`config.mk`:
```
export PLATFORM = sky130hd
export DESIGN_NAME = usb_tx_ctrl
export DESIGN_NICKNAME = d
export VERILOG_FILES = /design/src/rtl/usb_pkg.sv /design/src/rtl/crc16_gen.sv /design/src/rtl/usb_tx_ctrl.sv
export SDC_FILE = /design/constraint.sdc
export NUM_CORES = 1
export LEC_CHECK = 0
export BUFFER_PORTS_ARGS = -buffer_cell sky130_fd_sc_hd__buf_2
export CORE_UTILIZATION = 46
export CTS_BUF_LIST = sky130_fd_sc_hd__clkbuf_4 sky130_fd_sc_hd__clkbuf_8 sky130_fd_sc_hd__clkbuf_16
export CTS_CLUSTER_SIZE = 10
export DETAILED_ROUTE_END_ITERATION = 10
export SYNTH_ARGS = -nofsm -noshare
export SYNTH_HDL_FRONTEND = slang
export SYNTH_SLANG_ARGS = --single-unit
export TNS_END_PERCENT = 5
```
`constraint.sdc`:
```
create_clock -name clk -period 5.76 [get_ports clk]
set_clock_uncertainty 0.1 [all_clocks]
set_input_delay 0.576 -clock clk [delete_from_list [all_inputs] [get_ports clk]]
set_output_delay 0.576 -clock clk [all_outputs]
set_load 0.005 [all_outputs]
```
`src/rtl/usb_pkg.sv`:
```
// Shared USB constants, PID helpers and the transmit sequencer state type.
// Used by the transmit sequencer and the serial CRC16 generator.
package usb_pkg;

    localparam logic [3:0] PID_OUT   = 4'b0001;
    localparam logic [3:0] PID_IN    = 4'b1001;
    localparam logic [3:0] PID_ACK   = 4'b0010;
    localparam logic [3:0] PID_NAK   = 4'b1010;
    localparam logic [3:0] PID_STALL = 4'b1110;
    localparam logic [3:0] PID_DATA0 = 4'b0011;
    localparam logic [3:0] PID_DATA1 = 4'b1011;

    localparam logic [7:0]  SYNC_BYTE  = 8'h80;
    localparam logic [15:0] CRC16_POLY = 16'h8005;
    localparam logic [15:0] CRC16_INIT = 16'hFFFF;

    typedef enum logic [2:0] {
        ST_IDLE,
        ST_SYNC,
        ST_PID,
        ST_DATA,
        ST_CRC,
        ST_EOP_SE0,
        ST_EOP_J
    } tx_state_t;

    function automatic logic is_handshake_pid(input logic [3:0] pid);
        return (pid == PID_ACK) || (pid == PID_NAK) || (pid == PID_STALL);
    endfunction

    function automatic logic is_data_pid(input logic [3:0] pid);
        return (pid == PID_DATA0) || (pid == PID_DATA1);
    endfunction

    // Only packets this device may originate are legal on the transmit side.
    function automatic logic is_tx_pid(input logic [3:0] pid);
        return is_handshake_pid(pid) || is_data_pid(pid);
    endfunction

endpackage

```
`src/rtl/crc16_gen.sv`:
```
// Serial CRC16 (poly 0x8005), one data bit per enable; clear reloads the seed.
// Shared by the transmit sequencer and the receive-side checker.
module crc16_gen
    import usb_pkg::*;
(
    input  logic        clk,
    input  logic        n_rst,
    input  logic        clear,
    input  logic        enable,
    input  logic        din,
    output logic [15:0] crc
);

    logic [15:0] crc_q;
    logic [15:0] crc_d;
    logic        fb;

    always_comb begin
        crc_d = crc_q;
        fb    = din ^ crc_q[15];
        if (clear) begin
            crc_d = CRC16_INIT;
        end else if (enable) begin
            crc_d = {crc_q[14:0], 1'b0} ^ (fb ? CRC16_POLY : 16'h0000);
        end
    end

    always_ff @(posedge clk or negedge n_rst) begin
        if (!n_rst) begin
            crc_q <= CRC16_INIT;
        end else begin
            crc_q <= crc_d;
        end
    end

    assign crc = crc_q;

endmodule

```
`src/rtl/usb_tx_ctrl.sv`:
```
// USB transmit sequencer: SYNC, PID, optional payload and CRC16, then EOP,
// advancing one bit per encoder bit request and pulling payload from a show-ahead FIFO.
module usb_tx_ctrl
    import usb_pkg::*;
#(
    parameter int MAX_LEN = 8,
    parameter int LEN_W   = $clog2(MAX_LEN + 1)
) (
    input  logic             clk,
    input  logic             n_rst,
    input  logic             tx_start,
    input  logic [3:0]       tx_pid,
    input  logic [LEN_W-1:0] tx_len,
    input  logic [7:0]       fifo_rdata,
    input  logic             fifo_empty,
    output logic             fifo_rd,
    input  logic             bit_req,
    output logic             tx_bit,
    output logic             tx_se0,
    output logic             tx_active,
    output logic             tx_done,
    output logic             tx_error
);

    tx_state_t        state_q, state_d;
    logic [7:0]       shreg_q, shreg_d;
    logic [3:0]       bit_cnt_q, bit_cnt_d;
    logic [3:0]       pid_q, pid_d;
    logic [LEN_W-1:0] bytes_left_q, bytes_left_d;
    logic             done_q, done_d;
    logic             error_q, error_d;

    logic             crc_clear;
    logic             crc_en;
    logic [15:0]      crc;
    logic             byte_end;
    logic             load_next;
    logic             len_ok;

    crc16_gen u_crc (
        .clk    (clk),
        .n_rst  (n_rst),
        .clear  (crc_clear),
        .enable (crc_en),
        .din    (shreg_q[0]),
        .crc    (crc)
    );

    assign byte_end = (bit_cnt_q[2:0] == 3'd7);
    assign len_ok   = !is_data_pid(tx_pid) || (tx_len <= LEN_W'(MAX_LEN));

    always_comb begin
        state_d      = state_q;
        shreg_d      = shreg_q;
        bit_cnt_d    = bit_cnt_q;
        pid_d        = pid_q;
        bytes_left_d = bytes_left_q;
        done_d       = 1'b0;
        error_d      = 1'b0;
        crc_clear    = 1'b0;
        crc_en       = 1'b0;
        fifo_rd      = 1'b0;
        load_next    = 1'b0;

        case (state_q)
            ST_IDLE: begin
                if (tx_start) begin
                    if (is_tx_pid(tx_pid) && len_ok) begin
                        state_d      = ST_SYNC;
                        shreg_d      = SYNC_BYTE;
                        bit_cnt_d    = 4'd0;
                        pid_d        = tx_pid;
                        bytes_left_d = tx_len;
                    end else begin
                        error_d = 1'b1;
                    end
                end
            end

            ST_SYNC: begin
                if (bit_req) begin
                    if (byte_end) begin
                        state_d   = ST_PID;
                        shreg_d   = {~pid_q, pid_q};
                        bit_cnt_d = 4'd0;
                        crc_clear = 1'b1;
                    end else begin
                        shreg_d   = {1'b0, shreg_q[7:1]};
                        bit_cnt_d = bit_cnt_q + 4'd1;
                    end
                end
            end

            ST_PID: begin
                if (bit_req) begin
                    if (!byte_end) begin
                        shreg_d   = {1'b0, shreg_q[7:1]};
                        bit_cnt_d = bit_cnt_q + 4'd1;
                    end else if (is_handshake_pid(pid_q)) begin
                        state_d   = ST_EOP_SE0;
                        bit_cnt_d = 4'd0;
                    end else if (bytes_left_q == '0) begin
                        state_d   = ST_CRC;
                        bit_cnt_d = 4'd0;
                    end else begin
                        load_next = 1'b1;
                    end
                end
            end

            // Payload bits are fed to the CRC as they leave the shift register.
            ST_DATA: begin
                if (bit_req) begin
                    crc_en = 1'b1;
                    if (!byte_end) begin
                        shreg_d   = {1'b0, shreg_q[7:1]};
                        bit_cnt_d = bit_cnt_q + 4'd1;
                    end else if (bytes_left_q == '0) begin
                        state_d   = ST_CRC;
                        bit_cnt_d = 4'd0;
                    end else begin
                        load_next = 1'b1;
                    end
                end
            end

            ST_CRC: begin
                if (bit_req) begin
                    if (bit_cnt_q == 4'd15) begin
                        state_d   = ST_EOP_SE0;
                        bit_cnt_d = 4'd0;
                    end else begin
                        bit_cnt_d = bit_cnt_q + 4'd1;
                    end
                end
            end

            ST_EOP_SE0: begin
                if (bit_req) begin
                    if (bit_cnt_q[0]) begin
                        state_d   = ST_EOP_J;
                        bit_cnt_d = 4'd0;
                    end else begin
                        bit_cnt_d = bit_cnt_q + 4'd1;
                    end
                end
            end

            ST_EOP_J: begin
                if (bit_req) begin
                    state_d   = ST_IDLE;
                    bit_cnt_d = 4'd0;
                    shreg_d   = 8'h00;
                    done_d    = 1'b1;
                end
            end

            default: begin
                state_d = ST_IDLE;
            end
        endcase

        // An empty FIFO at a byte boundary is an underrun: skip CRC, go to EOP.
        if (load_next) begin
            bit_cnt_d = 4'd0;
            if (!fifo_empty) begin
                state_d      = ST_DATA;
                shreg_d      = fifo_rdata;
                fifo_rd      = 1'b1;
                bytes_left_d = bytes_left_q - LEN_W'(1);
            end else begin
                state_d = ST_EOP_SE0;
                error_d = 1'b1;
            end
        end
    end

    always_ff @(posedge clk or negedge n_rst) begin
        if (!n_rst) begin
            state_q      <= ST_IDLE;
            shreg_q      <= 8'h00;
            bit_cnt_q    <= 4'd0;
            pid_q        <= 4'd0;
            bytes_left_q <= '0;
            done_q       <= 1'b0;
            error_q      <= 1'b0;
        end else begin
            state_q      <= state_d;
            shreg_q      <= shreg_d;
            bit_cnt_q    <= bit_cnt_d;
            pid_q        <= pid_d;
            bytes_left_q <= bytes_left_d;
            done_q       <= done_d;
            error_q      <= error_d;
        end
    end

    // CRC goes out inverted, MSB first, while the register is frozen.
    always_comb begin
        tx_bit = 1'b1;
        case (state_q)
            ST_SYNC, ST_PID, ST_DATA: tx_bit = shreg_q[0];
            ST_CRC:                   tx_bit = ~crc[~bit_cnt_q];
            default:                  tx_bit = 1'b1;
        endcase
    end

    assign tx_se0    = (state_q == ST_EOP_SE0);
    assign tx_active = (state_q != ST_IDLE);
    assign tx_done   = done_q;
    assign tx_error  = error_q;

endmodule

```
==> qor.txt, run 1 <==
status -> completed
CP Max Fanout -> 21
slowest CP cell -> dfrtp_1
clock slew at reported path FFs -> 0.08 ns
initial antenna violation count -> 0
main area contributors after synthesis -> dfrtp_1, dfstp_2, nand2_1
WL per Instance -> 15.94 um
first-pass GRT wire length -> 9998 um
Rel. slew slack -> 39.98%
Worst R2R Path Depth -> 6
Die Area -> 5898 sq um
most common cell in the synthesized netlist -> nand2_1
Cell Pwr Density -> 407.9 nW/um^2
Crit Path Category -> register to primary output
Vias -> 2175
worst reg-to-reg setup slack -> 3.12 ns
fin crit period -> 3.174 ns
Warnings, synthesis -> 0
die width -> 76.80 um
CP most frequent cell -> ha_1
total global-route track usage -> 21.28%
RSZ-0062 raised after global routing -> no
Skew-Pair Late Insertion Delay -> 0.29 ns
cts hold-fix bufs -> 0
Cells after Synth -> 283
Netlist cell types -> 60
fin util -> 53.92%
vias in the first global route -> 1952
Worst-Margin Slew -> 0.8955 ns
footprint of the multi-input gates -> 1401 sq um
ratio of cells with drive above 1 in the final layout -> 23.51%
Starting Density -> 49.14%
crit path cell chain -> ha_1, ha_1, and3b_1, o2111ai_1, buf_4, inv_1, buf_2
Num CTS Buffers -> 5
Worst path max stage delay -> 0.56 ns
port bufs -> 26
Slew Viols, Final -> 0
IO Pins -> 27
Layout area overhead -> 9.723%
Leak -> 1.253 nW
Die Span Y -> 76.80 um
Max VDD drop -> 0.0001792 V
root buffer cell -> clkbuf_8
Post-Syn Area per Cell -> 9.094 sq um
Synth area leader -> dfrtp_1
Max Buffers Root-to-Sink -> 2
fin nets -> 326
RePlAce Congestion -> 0.7750
Seq/Total Area, Yosys -> 40.64%
Setup TNS -> 0 ns
htree depth -> 2
vias per std cell -> 5.847
pre-CTS setup slack -> 2.910 ns
clock sink total -> 41
Routed WL -> 5931 um
remaining global-route overflow -> 0
EDFF count, synth -> 0
CP startpoint kind -> register
CP required -> 5.08 ns
final setup vio count -> 0
Max Freq -> 0.3151 GHz
Site Rows -> 26
RR Endpoint -> shreg_q[7]
RR Startpoint -> bit_cnt_q[0]
Mapped Nets -> 308
DRC -> 0
Commonest cells post-synth -> nand2_1, dfrtp_1, a21oi_1
CTS tree -> yes
n_diodes -> 0
Hold WC Path Type -> input port to asynchronous set/reset pin
synthesized area -> 2574 sq um
Detailed Routing Iterations Pass 1 -> 5
CP endpoint kind -> primary output
FF/Latch Area -> 1046 sq um
fill count -> 478
core area -> 5238 sq um
hpwl dp -> 4185 um
Design Power -> 1.152 mW
DRT iter0 DRCs -> 228
post-route setup slack -> 2.586 ns
crit share post-route -> 55.10%
top_reg_cell synth -> dfrtp_1
# resized after CTS -> 0
CP arrival -> 2.50 ns
Yosys top cell area share -> 24.31%
asr flop ratio synth -> 100.0%
#FFs+latches synth -> 41
MaxCap Viol Count -> 0
Setup Fix Bufs, Post-CTS -> 0
Detail Route Antenna Nets -> 0
final hold violation count -> 0
largest net degree at the start of global routing -> 42
==> registers in the layout, summed over array words and instances (netlist names) <==
register	flops
u_crc.crc	16
shreg_q	8
bit_cnt_q	4
bytes_left_q	4
pid_q	4
state_q	3
tx_done	1
tx_error	1
==> logic make-up after synthesis <==
kind of cell    synth area share [%]
fa+ha+maj                      1.945
flops                          40.64
mux                            7.730
simple gates                   23.14
compound gates                 20.42
buf+inv                        5.104
xor+xnor                       1.021
==> placed cells by master (no fill, tap or decap), drive strengths merged, types with 8 or more instances in the layout <==
master and instances:
dfstp 16, nand3 20, inv 11, a21oi 23, nor3 11, nand2 44
dfrtp 25, o21ai 14, buf 27, o22ai 8, nor2 21
==> worst max-delay path by stage <==
stage / from / end / slack, ns
3_3_place_gp: bit_cnt_q[0] / fifo_rd / 2.96
5_1_grt: bit_cnt_q[0] / fifo_rd / 2.39
6_report: bit_cnt_q[0] / fifo_rd / 2.59
4_1_cts: bit_cnt_q[0] / fifo_rd / 2.58
3_5_place_dp: bit_cnt_q[0] / fifo_rd / 2.91
2_1_floorplan: bit_cnt_q[0] / tx_bit / 3.44
==> critical path: cells and delay by family (launching register included) <==
family	cells	cell delay [ns]
fa+ha+maj	2	0.79
flops	1	0.56
buf+inv	3	0.52
simple gates	1	0.24
compound gates	1	0.10
==> report_power, final <==
part	total (mW)	switching [mW]	internal, mW
registers	0.503	0.119	0.384
logic	0.421	0.218	0.203
clock network	0.227	0.0998	0.128
==> cell type report <==
class	instances	area share, %
clock inverters	3	1.462
flip-flops and latches	41	37.04
repair buffers	27	4.874
multi-input cells	215	49.62
inverters	11	1.462
clock buffers	5	2.437
well taps	70	3.101
==> metrics by stage <==
| step | hold slack [ns] | cells | instance area (sq um) |
|---|---|---|---|
| global route | 0.3976 | 372 | 2824 |
| floorplan | 0.1804 | 283 | 2574 |
| global placement | 0.3816 | 364 | 2714 |
| CTS | 0.3421 | 372 | 2824 |
| detailed placement | 0.3852 | 364 | 2714 |
| finish | 0.3163 | 372 | 2824 |
==> per-layer routing <==
| metal | vias to the layer above | global-route usage, % | share of wire [%] |
|---|---|---|---|
| li1 | 1074 | - | - |
| met1 | 1041 | 33.38 | 50 |
| met2 | 56 | 28.93 | 44 |
| met3 | 4 | 4.286 | 5.0 |
| met4 | 0 | 5.962 | 0.86 |
| met5 | - | 0 | 0 |
No activity file was read; power rests on OpenSTA's default activity.
==> inputs of run 2 (changes only) <==
clock period = 3.1 ns   (was 5.76 ns; I/O delays follow)
==> qor.txt, run 2 (synthesis gave the netlist of run 1 again) <==
fin nets -> 331 (+1.5%)
Layout area overhead -> 10.11%
max reg flops -> 16 (unchanged)
Starting Density -> 49.14% (unchanged)
Crit Path Category -> register to primary output
Rel. slew slack -> 41.02% (+1.0 points)
Max Freq -> 0.3721 GHz
Die Area -> 5898 sq um (unchanged)
final hold violation count -> 0 (unchanged)
DP Cell Count -> 369 (+1.4%)
CP arrival -> 2.28 ns (-0.22 ns)
CP required -> 2.69 ns (-2.39 ns)
Cell Pwr Density -> 735.2 nW/um^2 (+80%)
DRC -> 0 (unchanged)
remaining global-route overflow -> 0 (unchanged)
final setup vio count -> 0 (unchanged)
Detail Route Antenna Nets -> 0 (unchanged)
CTS tree -> yes
root buffer cell -> clkbuf_8
status -> completed
commonest non-fill, non-tap cell in the layout -> nand2_1
Worst-Margin Slew -> 0.8847 ns (-0.01075 ns)
WL per Instance -> 15.57 um (-2.3%)
# resized after CTS -> 0 (unchanged)
fin crit period -> 2.688 ns
Routed WL -> 5870 um (-1.0%)
Slew Viols, Final -> 0 (unchanged)
Max VDD drop -> 0.0003903 V (+120%)
most frequent cells in the layout -> nand2_1, buf_2, dfrtp_1
Leak -> 1.274 nW (+1.7%)
port bufs -> 26 (unchanged)
hpwl dp -> 4382 um (+4.7%)
clock sink total -> 41 (unchanged)
Vias -> 2186 (+0.51%)
slowest CP cell -> mux4_1
Final Non-Filler Cells -> 377 (+1.3%)
crit share post-route -> 86.69%
FF/Latch Area -> 1046 sq um (unchanged)
ratio of cells with drive above 1 in the final layout -> 24.76% (+1.2 points)
CP Max Fanout -> 10 (-52%)
footprint of the multi-input gates -> 1396 sq um (-0.36%)
cts hold-fix bufs -> 0 (unchanged)
CP endpoint kind -> primary output
IO Pins -> 27 (unchanged)
MaxCap Viol Count -> 0 (unchanged)
RePlAce Congestion -> 0.8029 (+3.6%)
Largest delay share family, worst path -> multiplexers
die width -> 76.80 um (unchanged)
RSZ-0062 raised after global routing -> no
CP startpoint kind -> register
total global-route track usage -> 21.83% (+0.54 points)
Setup Fix Bufs, Post-CTS -> 0 (unchanged)
fill count -> 488 (+2.1%)
DRT iter0 DRCs -> 147 (-36%)
initial antenna violation count -> 0 (unchanged)
Hold WC Path Type -> input port to asynchronous set/reset pin
first-pass GRT wire length -> 10160 um (+1.6%)
Skew-Pair Late Insertion Delay -> 0.30 ns (about the same)
Setup TNS -> 0 ns (unchanged)
WHS -> 0.03180 ns (-0.2845 ns)
core area -> 5238 sq um (unchanged)
Detailed Routing Iterations Pass 1 -> 4 (-1)
n_diodes -> 0 (unchanged)
clock slew at reported path FFs -> 0.08 ns (about the same)
Design Power -> 2.084 mW (+81%)
largest net degree at the start of global routing -> 42 (unchanged)
htree depth -> 2 (unchanged)
Worst path max stage delay -> 0.61 ns (+0.05 ns)
worst path buffer plus inverter count -> 1 (-2)
vias in the first global route -> 1996 (+2.3%)
Max Buffers Root-to-Sink -> 2 (unchanged)
vias per std cell -> 5.798 (-0.83%)
Num CTS Buffers -> 5 (unchanged)
Die Span Y -> 76.80 um (unchanged)
Site Rows -> 26 (unchanged)
crit path cell chain -> mux4_1, mux4_2, a31oi_1, buf_2
## run 2: worst register-to-register path, delay by kind of cell, from the launching register on
kind / cells / cell delay, ns
AOI/OAI and AO/OA: 2 / 0.38
adders and majority gates: 2 / 0.55
buffers and inverters: 2 / 0.31
DFF: 1 / 0.57
and+or+nand+nor: 1 / 0.43
## run 2: worst paths after layout
path	slack (ns)	depth (start not counted)	startpoint	to
max	0.41	4	bit_cnt_q[0]	tx_bit
min	0.03	1	n_rst	bit_cnt_q[1]
max reg2reg	0.70	7	bit_cnt_q[0]	shreg_q[0]
min reg2reg	0.40	2	u_crc.crc[9]	u_crc.crc[10]
max in group asynchronous	2.31	1	n_rst	bytes_left_q[1]
min in group clk	0.16	3	tx_len[0]	bytes_left_q[0]
## run 2: through the flow
stage | setup slack [ns] | util, % | instance area [sq um]
finish | 0.4125 | 54.11 | 2834
floorplan | 1.042 | - | 2574
detailed placement | 0.7262 | 52.44 | 2746
global placement | 0.7745 | 52.44 | 2746
global route | 0.2058 | 54.11 | 2834
CTS | 0.4006 | 54.11 | 2834
## run 2: where the power goes
part           switching [mW]  internal [mW]  total (mW)
clock network           0.197          0.160       0.357
registers               0.214          0.714       0.928
logic                   0.410          0.388       0.798
total                   0.821           1.26        2.08
## run 2: area by class of cell
cell class	count	share of cell area, %
Multi-Input combinational cell	215	49.27
Sequential cell	41	36.91
Timing Repair Buffer	32	6.181
Tap cell	70	3.091
Clock buffer	5	2.428
Inverter	11	1.457
Clock inverter	3	0.6623
## run 2: layer usage
metal	up-vias	track usage [%]	wire, um	share of wire, %
li1	1087	-	-	-
met2	51	31.43	2645	45
met3	4	3.214	253	4.3
met1	1044	33.54	2924	50
met4	0	6.154	46	0.78
met5	-	0	0	0
==> inputs of run 3 (changes only) <==
CORE_MARGIN = 10   (was not set)
CTS_CLUSTER_DIAMETER = 100   (was not set)
==> qor.txt, run 3 (synthesis gave the netlist of run 1 again) <==
final instance area -> 2850 sq um (+0.57%)
final hold violation count -> 0 (unchanged)
part of the power in the clock network -> 18.6% (+1.5 points)
crit path cell chain -> ha_1, ha_1, and3b_1, o2111ai_1, inv_1, buf_2
Net Switching -> 0.8027 mW (-2.2%)
DRT iter0 DRCs -> 161 (+9.5%)
RR Endpoint -> bit_cnt_q[3]
slowest CP cell -> dfrtp_1
Detail Route Antenna Nets -> 0 (unchanged)
Detailed Routing Iterations Pass 1 -> 4 (unchanged)
Setup TNS -> 0 ns (unchanged)
Site Rows -> 27 (+3.8%)
IO Pins -> 27 (unchanged)
initial antenna violation count -> 0 (unchanged)
CP arrival -> 2.37 ns (+0.09 ns)
CTS tree -> yes
largest net degree at the start of global routing -> 42 (unchanged)
pre-CTS setup slack -> 0.6756 ns (-0.05064 ns)
Rel. slew slack -> 41.09% (+0.070 points)
n_diodes -> 0 (unchanged)
clock slew at reported path FFs -> 0.08 ns (about the same)
Worst-Margin Slew -> 0.8837 ns (-0.001052 ns)
first-pass GRT wire length -> 9929 um (-2.2%)
sequential power share -> 43.3% (-1.2 points)
Largest delay share family, worst path -> adder cells
post-route setup slack -> 0.3181 ns (-0.09431 ns)
WL per Instance -> 15.89 um (+2.1%)
vias per std cell -> 5.736 (-1.1%)
Routed WL -> 6023 um (+2.6%)
Crit Path Category -> register to primary output
Num CTS Buffers -> 5 (unchanged)
final setup vio count -> 0 (unchanged)
Final Non-Filler Cells -> 379 (+0.53%)
clock sink total -> 41 (unchanged)
RePlAce Congestion -> 0.8311 (+3.5%)
worst reg-to-reg setup slack -> 0.66 ns (-0.04 ns)
status -> completed
vias in the first global route -> 2051 (+2.8%)
Die Area -> 8987 sq um (+52%)
# resized after CTS -> 0 (unchanged)
DP Area -> 2749 sq um (about the same)
root buffer cell -> clkbuf_8
Layout area overhead -> 10.74%
DP Cell Count -> 371 (+0.54%)
core area -> 5473 sq um (+4.5%)
worst path buffer plus inverter count -> 2 (+1)
Leak -> 1.279 nW (+0.38%)
CP startpoint kind -> register
Vias -> 2174 (-0.55%)
RSZ-0062 raised after global routing -> no
CP required -> 2.69 ns (about the same)
most frequent cells in the layout -> nand2_1, buf_2, dfrtp_1
commonest non-fill, non-tap cell in the layout -> nand2_1
CP most frequent cell -> ha_1
remaining global-route overflow -> 0 (unchanged)
Worst path max stage delay -> 0.57 ns (-0.04 ns)
Starting Density -> 47.03% (-2.1 points)
Skew-Pair Late Insertion Delay -> 0.30 ns (about the same)
Cell Pwr Density -> 739.1 nW/um^2 (+0.53%)
fill count -> 531 (+8.8%)
Setup Fix Bufs, Post-CTS -> 0 (unchanged)
Logic pwr share -> 38.2% (about the same)
Hold WC Path Type -> input port to asynchronous set/reset pin
die width -> 94.80 um (+23%)
DRC -> 0 (unchanged)
max reg flops -> 16 (unchanged)
RR Startpoint -> bit_cnt_q[0]
total global-route track usage -> 13.77% (-8.1 points)
port bufs -> 26 (unchanged)
internal power -> 1.304 mW (+3.3%)
MaxCap Viol Count -> 0 (unchanged)
cts hold-fix bufs -> 0 (unchanged)
Design Power -> 2.107 mW (+1.1%)
CP endpoint kind -> primary output
Slew Viols, Final -> 0 (unchanged)
Sw Ratio -> 38.10% (-1.3 points)
Worst R2R Path Depth -> 7 (unchanged)
fin crit period -> 2.782 ns (+0.09431 ns)
ratio of cells with drive above 1 in the final layout -> 24.76% (unchanged)
crit share post-route -> 89.74% (+3.0 points)
htree depth -> 2 (unchanged)
Die Span Y -> 94.80 um (+23%)
CP Max Fanout -> 10 (unchanged)
fin nets -> 331 (unchanged)
Max VDD drop -> 0.0003317 V (-15%)
Max Freq -> 0.3595 GHz (-3.4%)
hpwl dp -> 4410 um (+0.65%)
Max Buffers Root-to-Sink -> 2 (unchanged)
-- run 3: changes by cell type in the layout (fill, tap and decap cells not counted) --
cell,before,now
clkbuf_8,5,7
clkinv_2,0,1
inv_4,3,0
-- run 3: final cells by class --
cell class	count	area, sq um	share of cell area, %
clock inverter	1	5.005	0.1756
inverter	11	41.29	1.449
timing repair buffer	32	175.2	6.146
clock buffer	7	96.34	3.380
tap	72	90.09	3.161
sequential	41	1046	36.70
multi-input combinational	215	1396	48.99
-- run 3: per-stage QoR --
stage                     hold WS, ns  utilization (%)
final                         0.02122            52.08
after global routing           0.1117            52.08
after CTS                     0.06993            52.08
after detailed placement       0.3875            50.23
after global placement         0.3823            50.23
after floorplan              -0.08559                -
-- run 3: metal layers --
metal  GRT usage (%)  part of all wire [%]  up-vias
met2           19.74                    44       49
met5               0                     0        -
li1                -                     -     1078
met1           19.04                    49     1036
met4           6.983                   2.2        0
met3           2.934                   4.5       11
-- run 3: how the worst max path moves through the flow --
stage                 start      endpoint  slack (ns)  cells past startpoint
6_report       bit_cnt_q[0]       fifo_rd        0.32                      6
4_1_cts        bit_cnt_q[0]       fifo_rd        0.31                      6
2_1_floorplan  bit_cnt_q[0]        tx_bit        1.04                      4
3_5_place_dp   bit_cnt_q[0]       fifo_rd        0.68                      6
5_1_grt        bit_cnt_q[0]       fifo_rd        0.15                      6
3_3_place_gp   bit_cnt_q[0]  bit_cnt_q[3]        0.73                      7
-- run 3: worst reg2reg max path: stages (launching register included) --
cell     delay, ns
dfrtp_1       0.57
ha_1          0.26
ha_1          0.36
nor2_1        0.11
a32oi_2       0.27
a21oi_1       0.13
a211o_1       0.24
a221o_1       0.28
-- run 3: power groups by stage --
stage | combinational, mW | clock [mW] | sequential, mW
after floorplan | 0.706 | 0 | 0.824
after global placement | 0.799 | 0 | 0.919
after detailed placement | 0.809 | 0 | 0.917
after CTS | 0.811 | 0.397 | 0.910
after global routing | 0.905 | 0.425 | 0.942
final | 0.804 | 0.392 | 0.911
